`config.mk`:
```
export PLATFORM = sky130hd
export DESIGN_NAME = keypad_code_lock_flat
export DESIGN_NICKNAME = d
export VERILOG_FILES = /design/src/rtl/keypad_code_lock_pkg.sv /design/src/rtl/keypad_code_lock_if.sv /design/src/rtl/keypad_code_lock_buffer.sv /design/src/rtl/keypad_code_lock.sv /design/src/flat_wrapper.sv
export SDC_FILE = /design/constraint.sdc
export NUM_CORES = 1
export LEC_CHECK = 0
export ABC_AREA = 1
export CAP_MARGIN = 5
export CORE_MARGIN = 2
export CORE_UTILIZATION = 61
export CTS_CLUSTER_DIAMETER = 80
export DETAILED_ROUTE_END_ITERATION = 10
export PLACE_DENSITY = 0.8
export SETUP_SLACK_MARGIN = 0.02
export SYNTH_ARGS = -nofsm -noshare
export SYNTH_HDL_FRONTEND = slang
export SYNTH_SLANG_ARGS = --single-unit
export TNS_END_PERCENT = 30
```
`constraint.sdc`:
```
create_clock -name clk_in -period 3 [get_ports clk_in]
set_clock_uncertainty 0.2 [all_clocks]
set_input_delay 0.3 -clock clk_in [delete_from_list [all_inputs] [get_ports clk_in]]
set_output_delay 0.3 -clock clk_in [all_outputs]
set_load 0.02 [all_outputs]
```
`src/rtl/keypad_code_lock_pkg.sv`:
```
// Shared key codes, FSM state encodings and key classification for the keypad code lock.
package lock_pkg;

    localparam logic [3:0] KEY_ENTER = 4'hA;
    localparam logic [3:0] KEY_CLEAR = 4'hB;
    localparam logic [3:0] KEY_SET   = 4'hC;

    localparam logic [2:0] ST_IDLE     = 3'd0;
    localparam logic [2:0] ST_ENTRY    = 3'd1;
    localparam logic [2:0] ST_UNLOCKED = 3'd2;
    localparam logic [2:0] ST_SET_CODE = 3'd3;
    localparam logic [2:0] ST_LOCKOUT  = 3'd4;

    function automatic logic is_digit(input logic [3:0] k);
        return k <= 4'd9;
    endfunction

endpackage

```
`src/rtl/keypad_code_lock_if.sv`:
```
// Single-cycle key event link from the keypad encoder to the code lock.
interface keypad_code_lock_if;

    logic       key_valid;
    logic [3:0] key_code;

    modport master (output key_valid, output key_code);
    modport slave  (input  key_valid, input  key_code);

endinterface

```
`src/rtl/keypad_code_lock_buffer.sv`:
```
// Shift-in digit buffer with saturating count, overflow flag and compare against a supplied code.
module code_buffer
    import lock_pkg::*;
#(
    parameter int unsigned CODE_LEN = 4
) (
    input  logic                  clk_in,
    input  logic                  rst_n,
    input  logic                  clear_i,
    input  logic                  shift_i,
    input  logic [3:0]            digit_i,
    input  logic [CODE_LEN*4-1:0] cmp_code_i,
    output logic [CODE_LEN*4-1:0] buf_o,
    output logic [3:0]            count_o,
    output logic                  full_ok_o,
    output logic                  match_o
);

    localparam int unsigned W = CODE_LEN * 4;
    localparam logic [3:0]  LEN_W = 4'(CODE_LEN);

    logic [W-1:0] buf_q, buf_d;
    logic [3:0]   cnt_q, cnt_d;
    logic         ovf_q, ovf_d;

    always_comb begin
        buf_d = buf_q;
        cnt_d = cnt_q;
        ovf_d = ovf_q;
        if (clear_i) begin
            buf_d = '0;
            cnt_d = '0;
            ovf_d = 1'b0;
        end else if (shift_i) begin
            // A full buffer keeps its contents; the extra digit only poisons the entry.
            if (cnt_q < LEN_W) begin
                buf_d = (buf_q << 4) | W'(digit_i);
                cnt_d = cnt_q + 4'd1;
            end else begin
                ovf_d = 1'b1;
            end
        end
    end

    always_ff @(posedge clk_in or negedge rst_n) begin
        if (!rst_n) begin
            buf_q <= '0;
            cnt_q <= '0;
            ovf_q <= 1'b0;
        end else begin
            buf_q <= buf_d;
            cnt_q <= cnt_d;
            ovf_q <= ovf_d;
        end
    end

    assign buf_o     = buf_q;
    assign count_o   = cnt_q;
    assign full_ok_o = (cnt_q == LEN_W) && !ovf_q;
    assign match_o   = full_ok_o && (buf_q == cmp_code_i);

endmodule

```
`src/rtl/keypad_code_lock.sv`:
```
// Door-lock code-entry FSM: digit collection, unlock timing, failure lockout and code change.
module keypad_code_lock
    import lock_pkg::*;
#(
    parameter int unsigned CODE_LEN       = 4,
    parameter logic [31:0] DEFAULT_CODE   = 32'h0000_1234,
    parameter int unsigned MAX_FAIL       = 3,
    parameter logic [27:0] UNLOCK_CYCLES  = 28'd5000,
    parameter logic [27:0] LOCKOUT_CYCLES = 28'd30000,
    parameter logic [27:0] TIMEOUT_CYCLES = 28'd10000
) (
    input  logic                     clk_in,
    input  logic                     rst_n,
    keypad_code_lock_if.slave        key_if,
    output logic                     unlock,
    output logic                     fail_pulse,
    output logic                     lockout,
    output logic                     code_changed,
    output logic                     entry_error,
    output logic [3:0]               digit_count
);

    localparam int unsigned W = CODE_LEN * 4;
    localparam logic [3:0]  MAX_FAIL_W = 4'(MAX_FAIL);

    logic [2:0]   state_q, state_d;
    logic [27:0]  timer_q, timer_d, timer_inc;
    logic [3:0]   fail_q, fail_d, fail_inc;
    logic [W-1:0] code_q, code_d;
    logic         fail_pulse_q, fail_pulse_d;
    logic         changed_q, changed_d;
    logic         error_q, error_d;

    logic         buf_clear, buf_shift, buf_full_ok, buf_match;
    logic [W-1:0] buf_val;

    logic key_digit, key_enter, key_clear, key_set;

    assign key_digit = key_if.key_valid && is_digit(key_if.key_code);
    assign key_enter = key_if.key_valid && (key_if.key_code == KEY_ENTER);
    assign key_clear = key_if.key_valid && (key_if.key_code == KEY_CLEAR);
    assign key_set   = key_if.key_valid && (key_if.key_code == KEY_SET);

    assign timer_inc = (timer_q == '1) ? timer_q : timer_q + 28'd1;
    assign fail_inc  = (fail_q == '1) ? fail_q : fail_q + 4'd1;

    code_buffer #(.CODE_LEN(CODE_LEN)) u_buf (
        .clk_in     (clk_in),
        .rst_n      (rst_n),
        .clear_i    (buf_clear),
        .shift_i    (buf_shift),
        .digit_i    (key_if.key_code),
        .cmp_code_i (code_q),
        .buf_o      (buf_val),
        .count_o    (digit_count),
        .full_ok_o  (buf_full_ok),
        .match_o    (buf_match)
    );

    always_comb begin
        state_d      = state_q;
        timer_d      = timer_inc;
        fail_d       = fail_q;
        code_d       = code_q;
        fail_pulse_d = 1'b0;
        changed_d    = 1'b0;
        error_d      = 1'b0;
        buf_clear    = 1'b0;
        buf_shift    = 1'b0;
        case (state_q)
            ST_IDLE: begin
                timer_d = '0;
                if (key_digit) begin
                    buf_shift = 1'b1;
                    state_d   = ST_ENTRY;
                end else if (key_enter) begin
                    fail_pulse_d = 1'b1;
                    fail_d       = fail_inc;
                    if (fail_inc >= MAX_FAIL_W) state_d = ST_LOCKOUT;
                end
            end
            ST_ENTRY, ST_SET_CODE: begin
                // Timer expiry outranks any key arriving on the same cycle.
                if (timer_q == TIMEOUT_CYCLES - 28'd1) begin
                    buf_clear = 1'b1;
                    state_d   = ST_IDLE;
                    timer_d   = '0;
                end else if (key_digit) begin
                    buf_shift = 1'b1;
                    timer_d   = '0;
                end else if (key_clear) begin
                    buf_clear = 1'b1;
                    state_d   = ST_IDLE;
                    timer_d   = '0;
                end else if (key_enter) begin
                    buf_clear = 1'b1;
                    timer_d   = '0;
                    state_d   = ST_IDLE;
                    if (state_q == ST_SET_CODE) begin
                        if (buf_full_ok) begin
                            code_d    = buf_val;
                            changed_d = 1'b1;
                        end else begin
                            error_d = 1'b1;
                        end
                    end else if (buf_match) begin
                        state_d = ST_UNLOCKED;
                        fail_d  = '0;
                    end else begin
                        fail_pulse_d = 1'b1;
                        fail_d       = fail_inc;
                        if (fail_inc >= MAX_FAIL_W) state_d = ST_LOCKOUT;
                    end
                end
            end
            ST_UNLOCKED: begin
                if (timer_q == UNLOCK_CYCLES - 28'd1) begin
                    state_d = ST_IDLE;
                    timer_d = '0;
                end else if (key_clear) begin
                    state_d = ST_IDLE;
                    timer_d = '0;
                end else if (key_set) begin
                    state_d = ST_SET_CODE;
                    timer_d = '0;
                end
            end
            ST_LOCKOUT: begin
                if (timer_q == LOCKOUT_CYCLES - 28'd1) begin
                    state_d = ST_IDLE;
                    timer_d = '0;
                    fail_d  = '0;
                end
            end
            default: begin
                state_d   = ST_IDLE;
                timer_d   = '0;
                buf_clear = 1'b1;
            end
        endcase
    end

    always_ff @(posedge clk_in or negedge rst_n) begin
        if (!rst_n) begin
            state_q      <= ST_IDLE;
            timer_q      <= '0;
            fail_q       <= '0;
            code_q       <= DEFAULT_CODE[W-1:0];
            fail_pulse_q <= 1'b0;
            changed_q    <= 1'b0;
            error_q      <= 1'b0;
        end else begin
            state_q      <= state_d;
            timer_q      <= timer_d;
            fail_q       <= fail_d;
            code_q       <= code_d;
            fail_pulse_q <= fail_pulse_d;
            changed_q    <= changed_d;
            error_q      <= error_d;
        end
    end

    assign unlock       = (state_q == ST_UNLOCKED);
    assign lockout      = (state_q == ST_LOCKOUT);
    assign fail_pulse   = fail_pulse_q;
    assign code_changed = changed_q;
    assign entry_error  = error_q;

endmodule

```
`src/flat_wrapper.sv`:
```
// flat-port wrapper written by rule: the top's interface ports become plain ports
module keypad_code_lock_flat import lock_pkg::*;
#(
    parameter int unsigned CODE_LEN       = 4,
    parameter logic [31:0] DEFAULT_CODE   = 32'h0000_1234,
    parameter int unsigned MAX_FAIL       = 3,
    parameter logic [27:0] UNLOCK_CYCLES  = 28'd5000,
    parameter logic [27:0] LOCKOUT_CYCLES = 28'd30000,
    parameter logic [27:0] TIMEOUT_CYCLES = 28'd10000
)
  (clk_in, rst_n, unlock, fail_pulse, lockout, code_changed, entry_error, digit_count, key_if_key_valid, key_if_key_code);
  keypad_code_lock_if key_if_i ();
  input  logic clk_in;
  input  logic rst_n;
  output logic unlock;
  output logic fail_pulse;
  output logic lockout;
  output logic code_changed;
  output logic entry_error;
  output logic [3:0] digit_count;
  input wire logic [$bits(key_if_i.key_valid)-1:0] key_if_key_valid;
  input wire logic [$bits(key_if_i.key_code)-1:0] key_if_key_code;
  assign key_if_i.key_valid = key_if_key_valid;
  assign key_if_i.key_code = key_if_key_code;
  keypad_code_lock #(.CODE_LEN(CODE_LEN), .DEFAULT_CODE(DEFAULT_CODE), .MAX_FAIL(MAX_FAIL), .UNLOCK_CYCLES(UNLOCK_CYCLES), .LOCKOUT_CYCLES(LOCKOUT_CYCLES), .TIMEOUT_CYCLES(TIMEOUT_CYCLES)) u_core (.clk_in(clk_in), .rst_n(rst_n), .key_if(key_if_i), .unlock(unlock), .fail_pulse(fail_pulse), .lockout(lockout), .code_changed(code_changed), .entry_error(entry_error), .digit_count(digit_count));
endmodule
```
Word level (Yosys, flattened, before mapping)
Cells that the tools add are included.
{"block": "op_classes", "reduce_logical": 18, "n_eq_ne": 28, "order_cmp": 3, "add_sub_neg": 3, "mux": 75, "bitwise": 4}
{"cell": "28-bit two-way mux", "n": 9}
{"cell": "28-bit case mux with 3 select lines", "n": 1}
{"cell": "4-bit two-way mux", "n": 13}
{"cell": "16-bit two-way mux", "n": 3}
{"cell": "3-bit two-way mux", "n": 14}
{"cell": "1-bit two-way mux", "n": 30}
{"cell": "28-bit by 1-bit adder with 28-bit output, second input constant", "n": 1}
{"cell": "28-bit by 13-bit == test with 1-bit output, second input constant", "n": 1}
{"cell": "28-bit by 14-bit == test with 1-bit output, second input constant", "n": 1}
{"cell": "28-bit by 15-bit == test with 1-bit output, second input constant", "n": 1}
{"cell": "28-bit == test, second input constant", "n": 1}
{"cell": "16-bit == test", "n": 1}
{"cell": "4-bit == test, second input constant", "n": 4}
{"cell": "16-bit by 4-bit OR with 16-bit output", "n": 1}
{"cell": "3-bit case mux with 4 select lines", "n": 1}
{"cell": "4-bit case mux with 3 select lines", "n": 1}
{"cell": "2-bit inequality test, second input constant", "n": 5}
{"cell": "9-bit AND reduction", "n": 1}
{"cell": "4-bit by 1-bit adder with 4-bit output, second input constant", "n": 2}
{"cell": "2-bit by 1-bit inequality test with 1-bit output, second input constant", "n": 4}
{"cell": "4-bit by 1-bit inequality test with 1-bit output, second input constant", "n": 2}
{"cell": "7-bit AND reduction", "n": 1}
{"cell": "3-bit by 2-bit == test with 1-bit output, second input constant", "n": 2}
{"cell": "1-bit logical AND", "n": 6}
{"cell": "other kinds (18)", "n": 25}
{"block": "totals", "inputBits": 7, "elab_cells": 141, "regBits": 75, "out_inout_bits": 9}

Depth between registers and ports, before layout
Gate-level depths: netlist (run 1).
{"block": "logic_depth", "word_depth": 11, "ltp_mapped": 13, "ltp_nobuf": 13}

Modules after synthesis
A second synthesis (run 1) with hierarchy kept.
{"block": "unflattened", "cells_unflattened": 655, "area_unflattened_um2": 4709.5}
{"mod": "keypad_code_lock", "cells_each": 518, "seq_area_each_um2": 1357.6, "area_each_um2": 3530.9, "n_inst": 1}
{"mod": "code_buffer", "cells_each": 137, "seq_area_each_um2": 525.5, "area_each_um2": 1178.6, "n_inst": 1}

Least setup slack after synthesis (run 1)
Ideal clock, no wire load.
{"block": "synth_timing", "kind": "reg2reg", "start": "register u_core.timer_q[0]", "end": "register u_core.timer_q[2]", "path_slack_ps": 997, "required_ps": 2680, "path_buffers": 1, "arrival_time_ps": 1683, "stages_incl_launch_ff": 12, "setup_time_ps": 120, "synth_period_minus_slack_ps": 2003, "cell_sequence": "dfrtp_1 -> ha_1 -> nand2_2 -> nor2_8 -> inv_2 -> nor3_2 -> nand3_1 -> nand2_2 -> nand2_2 -> a21oi_4 -> buf_12 -> nor2_1"}
{"block": "synth_via", "elab_chain_len": 7, "word_cells_on_any_way": 15, "cone_classes": "add/sub (1); eq/ne (4); mux (10)"}
{"item": "start, declared", "line_no": "keypad_code_lock.sv:27", "source": "logic [27:0] timer_q, timer_d, timer_inc;"}
{"item": "start signal, assigned", "line_no": "keypad_code_lock.sv:154", "source": "timer_q <= timer_d;"}
{"item": "28-bit by 1-bit adder with 28-bit output or 28-bit == test (tied branches)", "line_no": "keypad_code_lock.sv:44", "source": "assign timer_inc = (timer_q == '1) ? timer_q : timer_q + 28'd1;"}
{"item": "28-bit two-way mux", "line_no": "keypad_code_lock.sv:44"}
{"item": "28-bit two-way mux", "line_no": "keypad_code_lock.sv:95", "source": "end else if (key_enter) begin"}
{"item": "28-bit two-way mux", "line_no": "keypad_code_lock.sv:91", "source": "end else if (key_clear) begin"}
{"item": "28-bit two-way mux", "line_no": "keypad_code_lock.sv:88", "source": "end else if (key_digit) begin"}
{"item": "28-bit two-way mux", "line_no": "keypad_code_lock.sv:84", "source": "if (timer_q == TIMEOUT_CYCLES - 28'd1) begin"}
{"item": "28-bit case mux with 3 select lines *", "line_no": "keypad_code_lock.sv:70", "source": "case (state_q)"}
{"item": "via u_core.timer_d[2]", "line_no": "keypad_code_lock.sv:27"}
Mark *: on every way through the listed nets, which the timed path passes. The rest lies on a longest branch.
A chain may end at the register's enable or synchronous reset.

Worst setup path in the final report (run 1)
{"block": "layout_timing", "start": "register u_core.timer_q[0]", "end": "register u_core.code_q[4]"}
{"block": "layout_via", "elab_chain_len": 3}
{"item": "28-bit by 14-bit == test with 1-bit output", "line_no": "keypad_code_lock.sv:84"}
{"item": "1-bit NOT (no source line)"}
{"item": "7-bit AND reduction (no source line)"}
{"item": "end signal, assigned", "line_no": "keypad_code_lock.sv:148", "source": "code_q <= DEFAULT_CODE[W-1:0];"}
{"item": "end signal, assigned", "line_no": "keypad_code_lock.sv:156", "source": "code_q <= code_d;"}
{"item": "end, declared", "line_no": "keypad_code_lock.sv:29", "source": "logic [W-1:0] code_q, code_d;"}
Every way passes these cells.

==> results.ini, run 1 <==
[clock_tree]
cts_sinks = 75
post_cts_buffers = 0
cts_buffer_depth = 2
root_buffer = clkbuf_8
cts_htree_levels = 3
path_clk_slew_ns = 0.09
worstSkewPairLatency_ns = 0.35
cts_tree = done
numCtsBuffers = 9

[logic_synthesis]
ys.flop_type = dfrtp_1
synthSimpleGateAreaFrac = 0.391
synth_area_um2 = 4570
synth_compound_area_frac = 0.0671
muxShareOfSynthArea = 0
synthCells = 655
yosysUniqueCellTypes = 38
syn_avg_cell_area_um2 = 6.97
yosysWarnings = 0
seq_area_frac_synth = 0.412
synth_top_family_by_area = simple AND/OR/NAND/NOR gates
syn_nets = 666
ys_ff_latch = 75
async_flop_share = 1.00
synth-edff-count = 0
yosys.area_share.adder = 0.0110
synth_xor_area_frac = 0.0307

[timing]
rsz0062_at_grt = false
finalMaxSlewViolations = 0
max_freq_ghz = 0.394
setup_violations = 0
holdWs_ns = 0.279
hold_viol = 0
tightest_slew_ns = 0.926
finalCriticalPeriod_ns = 2.54
slew_headroom = 0.383
fin_setup_tns_ns = 0
period_share = 0.845

[pwr]
ir_worst_vdd_v = 0.000222
powerDensity_nw_per_um2 = 370
p_leak_nw = 2.43

[route]
drtAntennaViolNets = 0
drt_wl_total_um = 10600
drc = 0
wl_met1_um = 5090
dr.max_layer_used = met4
dr_wl_met3_um = 533
post_drt_via_cell_ratio = 5.37
via_count = 4197
avgRoutedWirePerCell_um = 13.5
first_iter_violations = 371
dr_wl_met2_um = 4800
drtPass1Iterations = 5

[floorplan]
die_x_um = 90.5
dieArea_um2 = 8190
pin_count = 16
core_um2 = 7250
rows = 31
start_util = 0.629
chipHeight_um = 90.5

[setup_path]
path_class = flop to flop
path_max_fanout = 17
cp-end-kind = flop
crit_required_ns = 3.08
arrival_ns = 2.62
crit_path_start_kind = flop

[finish]
antenna_cells = 0
nets = 688
regArea_um2 = 1880
syn2layout_area_growth_pct = 9.78
drive_gt1_frac = 0.101
multiInputGateArea_um2 = 2280
n_fill_cell = 634

[worst_hold_path]
hold_class = flop to flop

[global_routing]
antenna_found_initial = 0
grt_use_total = 0.274
grt_max_degree = 76
gr-total-overflow = 0
grt_pass1_wl_um = 18100
grt_pass1_vias = 3978

[status]
status = finished clean

[placement]
portBuffers = 15
gp_congestion = 0.942
hpwlAfterDp_um = 7770

[job]
cap_violations = 0

[final timing paths]
| path | start | end | slack, ns | cells past startpoint |
|---|---|---|---|---|
| setup / recovery | u_core.timer_q[0] | u_core.code_q[4] | 0.46 | 12 |
| hold / removal | u_core.code_q[9] | u_core.code_q[9] | 0.28 | 2 |
| setup reg to reg | u_core.timer_q[0] | u_core.code_q[4] | 0.46 | 12 |
| hold reg to reg | u_core.code_q[9] | u_core.code_q[9] | 0.28 | 2 |
| max in group asynchronous | rst_n | u_core.entry_error | 1.58 | 2 |
| min in group asynchronous | rst_n | u_core.code_q[6] | 0.41 | 2 |
[cells by family after synthesis]
logic type               Yosys count
AO/OA/AOI/OAI                     53
flip-flops                        75
AND/OR/NAND/NOR                  410
adder cells (fa/ha/maj)            4
buffers and inverters             97
XOR/XNOR                          16
[metal layers]
layer | track usage | vias up
li1 | - | 2100
met1 | 0.395 | 1955
met2 | 0.433 | 126
met3 | 0.0409 | 16
met4 | 0.0769 | 0
met5 | 0 | -
[flip-flops by register name (all words and copies together) (netlist names)]
name	flops
u_core.fail_q	4
u_core.fail_pulse	1
u_core.timer_q	28
u_core.state_q	3
u_core.u_buf.buf_o	16
u_core.u_buf.ovf_q	1
u_core.code_changed	1
u_core.code_q	16
u_core.entry_error	1
u_core.u_buf.count_o	4
[critical path, stage by stage, from the launching register on]
cell and delay [ns]:
dfrtp_1 0.39, ha_1 0.29, nand2_2 0.14, nor2_8 0.15
nand2_2 0.07, nor2_2 0.11, nand2_2 0.11, nand2_2 0.12
nor2_1 0.06, nand2_1 0.39, buf_4 0.28, nand2_1 0.07
o21ai_0 0.08
[synth_stat cells, types with 3 or more instances]
library cell,count,area share
a21oi_1,18,0.020
a21oi_2,3,0.0058
buf_2,5,0.0055
dfrtp_1,70,0.38
dfstp_2,5,0.029
ha_1,4,0.011
inv_1,80,0.066
inv_2,7,0.0058
nand2_1,220,0.18
nand2_2,8,0.011
nand3_1,47,0.052
nand3_2,3,0.0066
nand4_1,17,0.023
nor2_1,80,0.066
nor2_2,11,0.015
nor3_1,12,0.013
o21ai_0,16,0.018
o21ai_1,7,0.0077
or2_2,4,0.0055
xnor2_1,6,0.012
xor2_1,10,0.019
[cell type report]
class,instances,share of cell area
clock buffer,11,0.0282
clock inverter,5,0.0122
inverter,87,0.0652
multi-input combinational,483,0.455
sequential,75,0.376
tap,99,0.0247
timing repair buffer,21,0.0389
[report_power, final]
group | switching [mW] | internal [mW] | leakage (nW)
clock | 0.395 | 0.412 | 0.104
combinational | 0.0286 | 0.00956 | 1.40
sequential | 0 | 1.01 | 0.926
[stage by stage]
stage	instance area, µm²	std cells	worst slack (ns)	util	total power [mW]
2_1_floorplan	4570	655	0.997	-	1.04
3_3_place_gp	4800	764	0.423	0.662	1.07
3_5_place_dp	4800	764	0.368	0.662	1.07
4_1_cts	5010	781	0.485	0.691	1.87
5_1_grt	5010	781	0.164	0.691	1.91
6_report	5010	781	0.464	0.691	1.86
[placed cells by master (no fill, tap or decap), types with 2 or more instances in the layout]
master / count
clkdlybuf4s50_1: 14
nand2_2: 8
nor2_4: 2
xnor2_1: 6
nand2_1: 220
nor2_1: 80
nor2_2: 11
ha_1: 4
dfstp_2: 5
a21boi_0: 2
nand4_1: 17
a21oi_1: 18
xor2_1: 10
dfrtp_1: 70
a21oi_2: 3
o21ai_0: 16
nand3_1: 47
a31oi_1: 2
inv_2: 7
o21ai_1: 7
nand3_2: 3
clkinv_4: 2
buf_4: 6
nor3_2: 2
clkbuf_8: 10
nor3_1: 12
inv_1: 80
or2_2: 4
[timing repair]
item / in CTS / in global routing
hold buffers: 1 / 0
gates resized for setup: 0 / 0
endpoints found under the hold margin: 70 / 0
Power figures use the tool's default switching activity.
==> inputs of run 2 (changes only) <==
--- a/config.mk
+++ b/config.mk
@@ -8,10 +8,10 @@
 export ABC_AREA = 1
 export CAP_MARGIN = 5
 export CORE_MARGIN = 2
-export CORE_UTILIZATION = 61
+export CORE_UTILIZATION = 56
 export CTS_CLUSTER_DIAMETER = 80
 export DETAILED_ROUTE_END_ITERATION = 10
-export PLACE_DENSITY = 0.8
+export PLACE_DENSITY = 0.77
 export SETUP_SLACK_MARGIN = 0.02
 export SYNTH_ARGS = -nofsm -noshare
 export SYNTH_HDL_FRONTEND = slang
==> constraint.sdc (replaced) <==
create_clock -name clk_in -period 2.3 [get_ports clk_in]
set_clock_uncertainty 0.2 [all_clocks]
set_input_delay 0.23 -clock clk_in [delete_from_list [all_inputs] [get_ports clk_in]]
set_output_delay 0.23 -clock clk_in [all_outputs]
set_load 0.02 [all_outputs]
==> results.ini, run 2 (synthesized netlist as in run 1, its figures left out) <==
[status]
status = finished clean

[finish]
largest_reg_flops = 28  ; unchanged
finish.utilization = 0.690  ; -0.00130
final_common_cell = nand2_1
largest_register = u_core.timer_q
final_cell_mix = nand2_1, inv_1, nor2_1
antenna_cells = 0  ; unchanged
drive_gt1_frac = 0.153  ; +0.0516
syn2layout_area_growth_pct = 18.0
nets = 713  ; +3.6%
final_cells = 809  ; +3.6%
postLayoutCellArea_um2 = 5390  ; +7.4%

[timing]
setup_violations = 0  ; unchanged
hold_viol = 0  ; unchanged
tightest_slew_ns = 0.439  ; -0.487 ns
holdWs_ns = 0.134  ; -0.146 ns
slew_headroom = 0.707  ; +0.324
period_share = 0.974  ; +0.129
finalCriticalPeriod_ns = 2.24  ; -0.295 ns
fin_ws_ns = 0.0587  ; -0.405 ns
finalMaxSlewViolations = 0  ; unchanged
max_freq_ghz = 0.446  ; +13%

[placement]
place_area_um2 = 4920  ; +2.5%
hpwlAfterDp_um = 8080  ; +4.0%
gp_congestion = 0.966  ; +2.5%
portBuffers = 15  ; unchanged
dp.cells = 779  ; +2.0%
place_ws_ns = 0.0359  ; -0.332 ns

[global_routing]
grt_max_degree = 35  ; -54%
grt_pass1_vias = 4237  ; +6.5%
grt_pass1_wl_um = 19300  ; +6.2%
antenna_found_initial = 0  ; unchanged
grt_use_total = 0.279  ; +0.00451
gr-total-overflow = 0  ; unchanged

[clock_tree]
root_buffer = clkbuf_8
path_clk_slew_ns = 0.10  ; about the same
cts_htree_levels = 3  ; unchanged
worstSkewPairLatency_ns = 0.37  ; +0.02 ns
cts_buffer_depth = 2  ; unchanged
numCtsBuffers = 9  ; unchanged
cts_tree = done
cts_sinks = 75  ; unchanged

[pwr]
swShare = 0.235  ; +0.00727
pwr-share-comb = 0.023  ; +0.002
intPower_mw = 1.96  ; +37%
p_leak_nw = 2.63  ; +8.1%
p_sw_uw = 604  ; +43%
power_frac_clock = 0.463  ; +0.028
powerDensity_nw_per_um2 = 476  ; +29%
p_seq_frac = 0.514  ; -0.031
ir_worst_vdd_v = 0.000330  ; +49%

[worst_hold_path]
hold_class = input port to async pin

[setup_path]
rrSetupSlack_ns = 0.06  ; -0.41 ns
crit_path_start_kind = flop
ff2ff_path_depth = 12  ; unchanged
arrival_ns = 2.34  ; -0.28 ns
rr_startpoint = u_core.timer_q[1]
path_class = flop to flop
r2r-end = u_core.timer_q[4]
path_max_fanout = 5  ; -12
cp-end-kind = flop
crit_required_ns = 2.40  ; -0.68 ns

[route]
drc = 0  ; unchanged
first_iter_violations = 382  ; +3.0%
wl_met1_um = 5280  ; +3.7%
post_drt_via_cell_ratio = 5.51  ; +2.5%
drtPass1Iterations = 5  ; unchanged
dr.max_layer_used = met4
drtAntennaViolNets = 0  ; unchanged
drt_wl_total_um = 12000  ; +13%
dr_wl_met3_um = 840  ; +58%
dr_wl_met2_um = 5590  ; +16%
via_count = 4458  ; +6.2%
avgRoutedWirePerCell_um = 14.8  ; +9.2%

[job]
cap_violations = 0  ; unchanged

[floorplan]
die_x_um = 94.3  ; +4.2%
pin_count = 16  ; unchanged
core_um2 = 7810  ; +7.6%
dieArea_um2 = 8890  ; +8.5%
start_util = 0.585  ; -0.0447
rows = 32  ; +3.2%
chipHeight_um = 94.3  ; +4.2%

## run 2: cell types whose count changed in the layout (fill, tap and decap cells not counted), sizes merged
cell and change:
buf +23, bufinv +1, clkbuf +1, clkdlybuf4s50 -2, clkinv -2, clkinvlp +1
dlymetal6s2s +2, inv +1
## run 2: how the worst max path moves through the flow
stage                                   from  cells past startpoint  slack, ns                end
after CTS                  u_core.timer_q[1]                     11       0.04  u_core.timer_q[1]
final                      u_core.timer_q[1]                     12       0.06  u_core.timer_q[4]
after detailed placement  key_if_key_code[3]                     11       0.04   u_core.code_q[1]
after global routing       u_core.timer_q[1]                     12      -0.05  u_core.timer_q[4]
after floorplan            u_core.timer_q[0]                     11       0.30  u_core.timer_q[2]
after global placement     u_core.timer_q[1]                     11       0.06  u_core.timer_q[3]
## run 2: layout make-up
type | count | area, µm²
clock buffer | 10 | 128
clock inverter | 6 | 96.3
fill | 656 | 2420
inverter | 87 | 329
multi-input combinational | 483 | 2370
sequential | 75 | 1880
tap | 102 | 128
timing repair buffer | 46 | 452
## run 2: what timing repair did
| item | 4_1_cts | 5_1_grt |
|---|---|---|
| hold buffers | 1 | 0 |
| buffers inserted | 0 | 10 |
| gates resized for setup | 4 | 21 |
| endpoints found under the hold margin | 58 | 0 |
| setup endpoints to repair | 13 | 69 |
| pin swaps | 0 | 9 |
| cloned | 0 | 3 |
## run 2: worst max-delay path, cell delays in order (launching register included)
cell and delay, ns:
dfrtp_1 0.44, ha_4 0.20, nand2_4 0.07, nor2_8 0.16, buf_4 0.15, nand2_1 0.05, nor2_1 0.23, nand2_1 0.08
nor2_1 0.21, a21oi_1 0.15, nand2_1 0.08, o21ai_0 0.09, nor2_2 0.08
## run 2: layer usage
layer	vias up	track usage
met5	-	0
met4	0	0.0942
met2	172	0.445
li1	2143	-
met3	24	0.0570
met1	2119	0.379
## run 2: per-stage QoR
| stage | TNS, ns | power (mW) |
|---|---|---|
| floorplan | 0 | 1.35 |
| global placement | 0 | 1.40 |
| detailed placement | 0 | 1.40 |
| CTS | 0 | 2.57 |
| global route | -0.585 | 2.63 |
| finish | 0 | 2.57 |
## run 2: power groups by stage
stage | sequential, mW | combinational [mW] | clock (mW)
floorplan | 1.34 | 0.00966 | 0
global placement | 1.34 | 0.0576 | 0
detailed placement | 1.34 | 0.0597 | 0
CTS | 1.32 | 0.0609 | 1.19
global route | 1.32 | 0.0677 | 1.25
finish | 1.32 | 0.0595 | 1.19
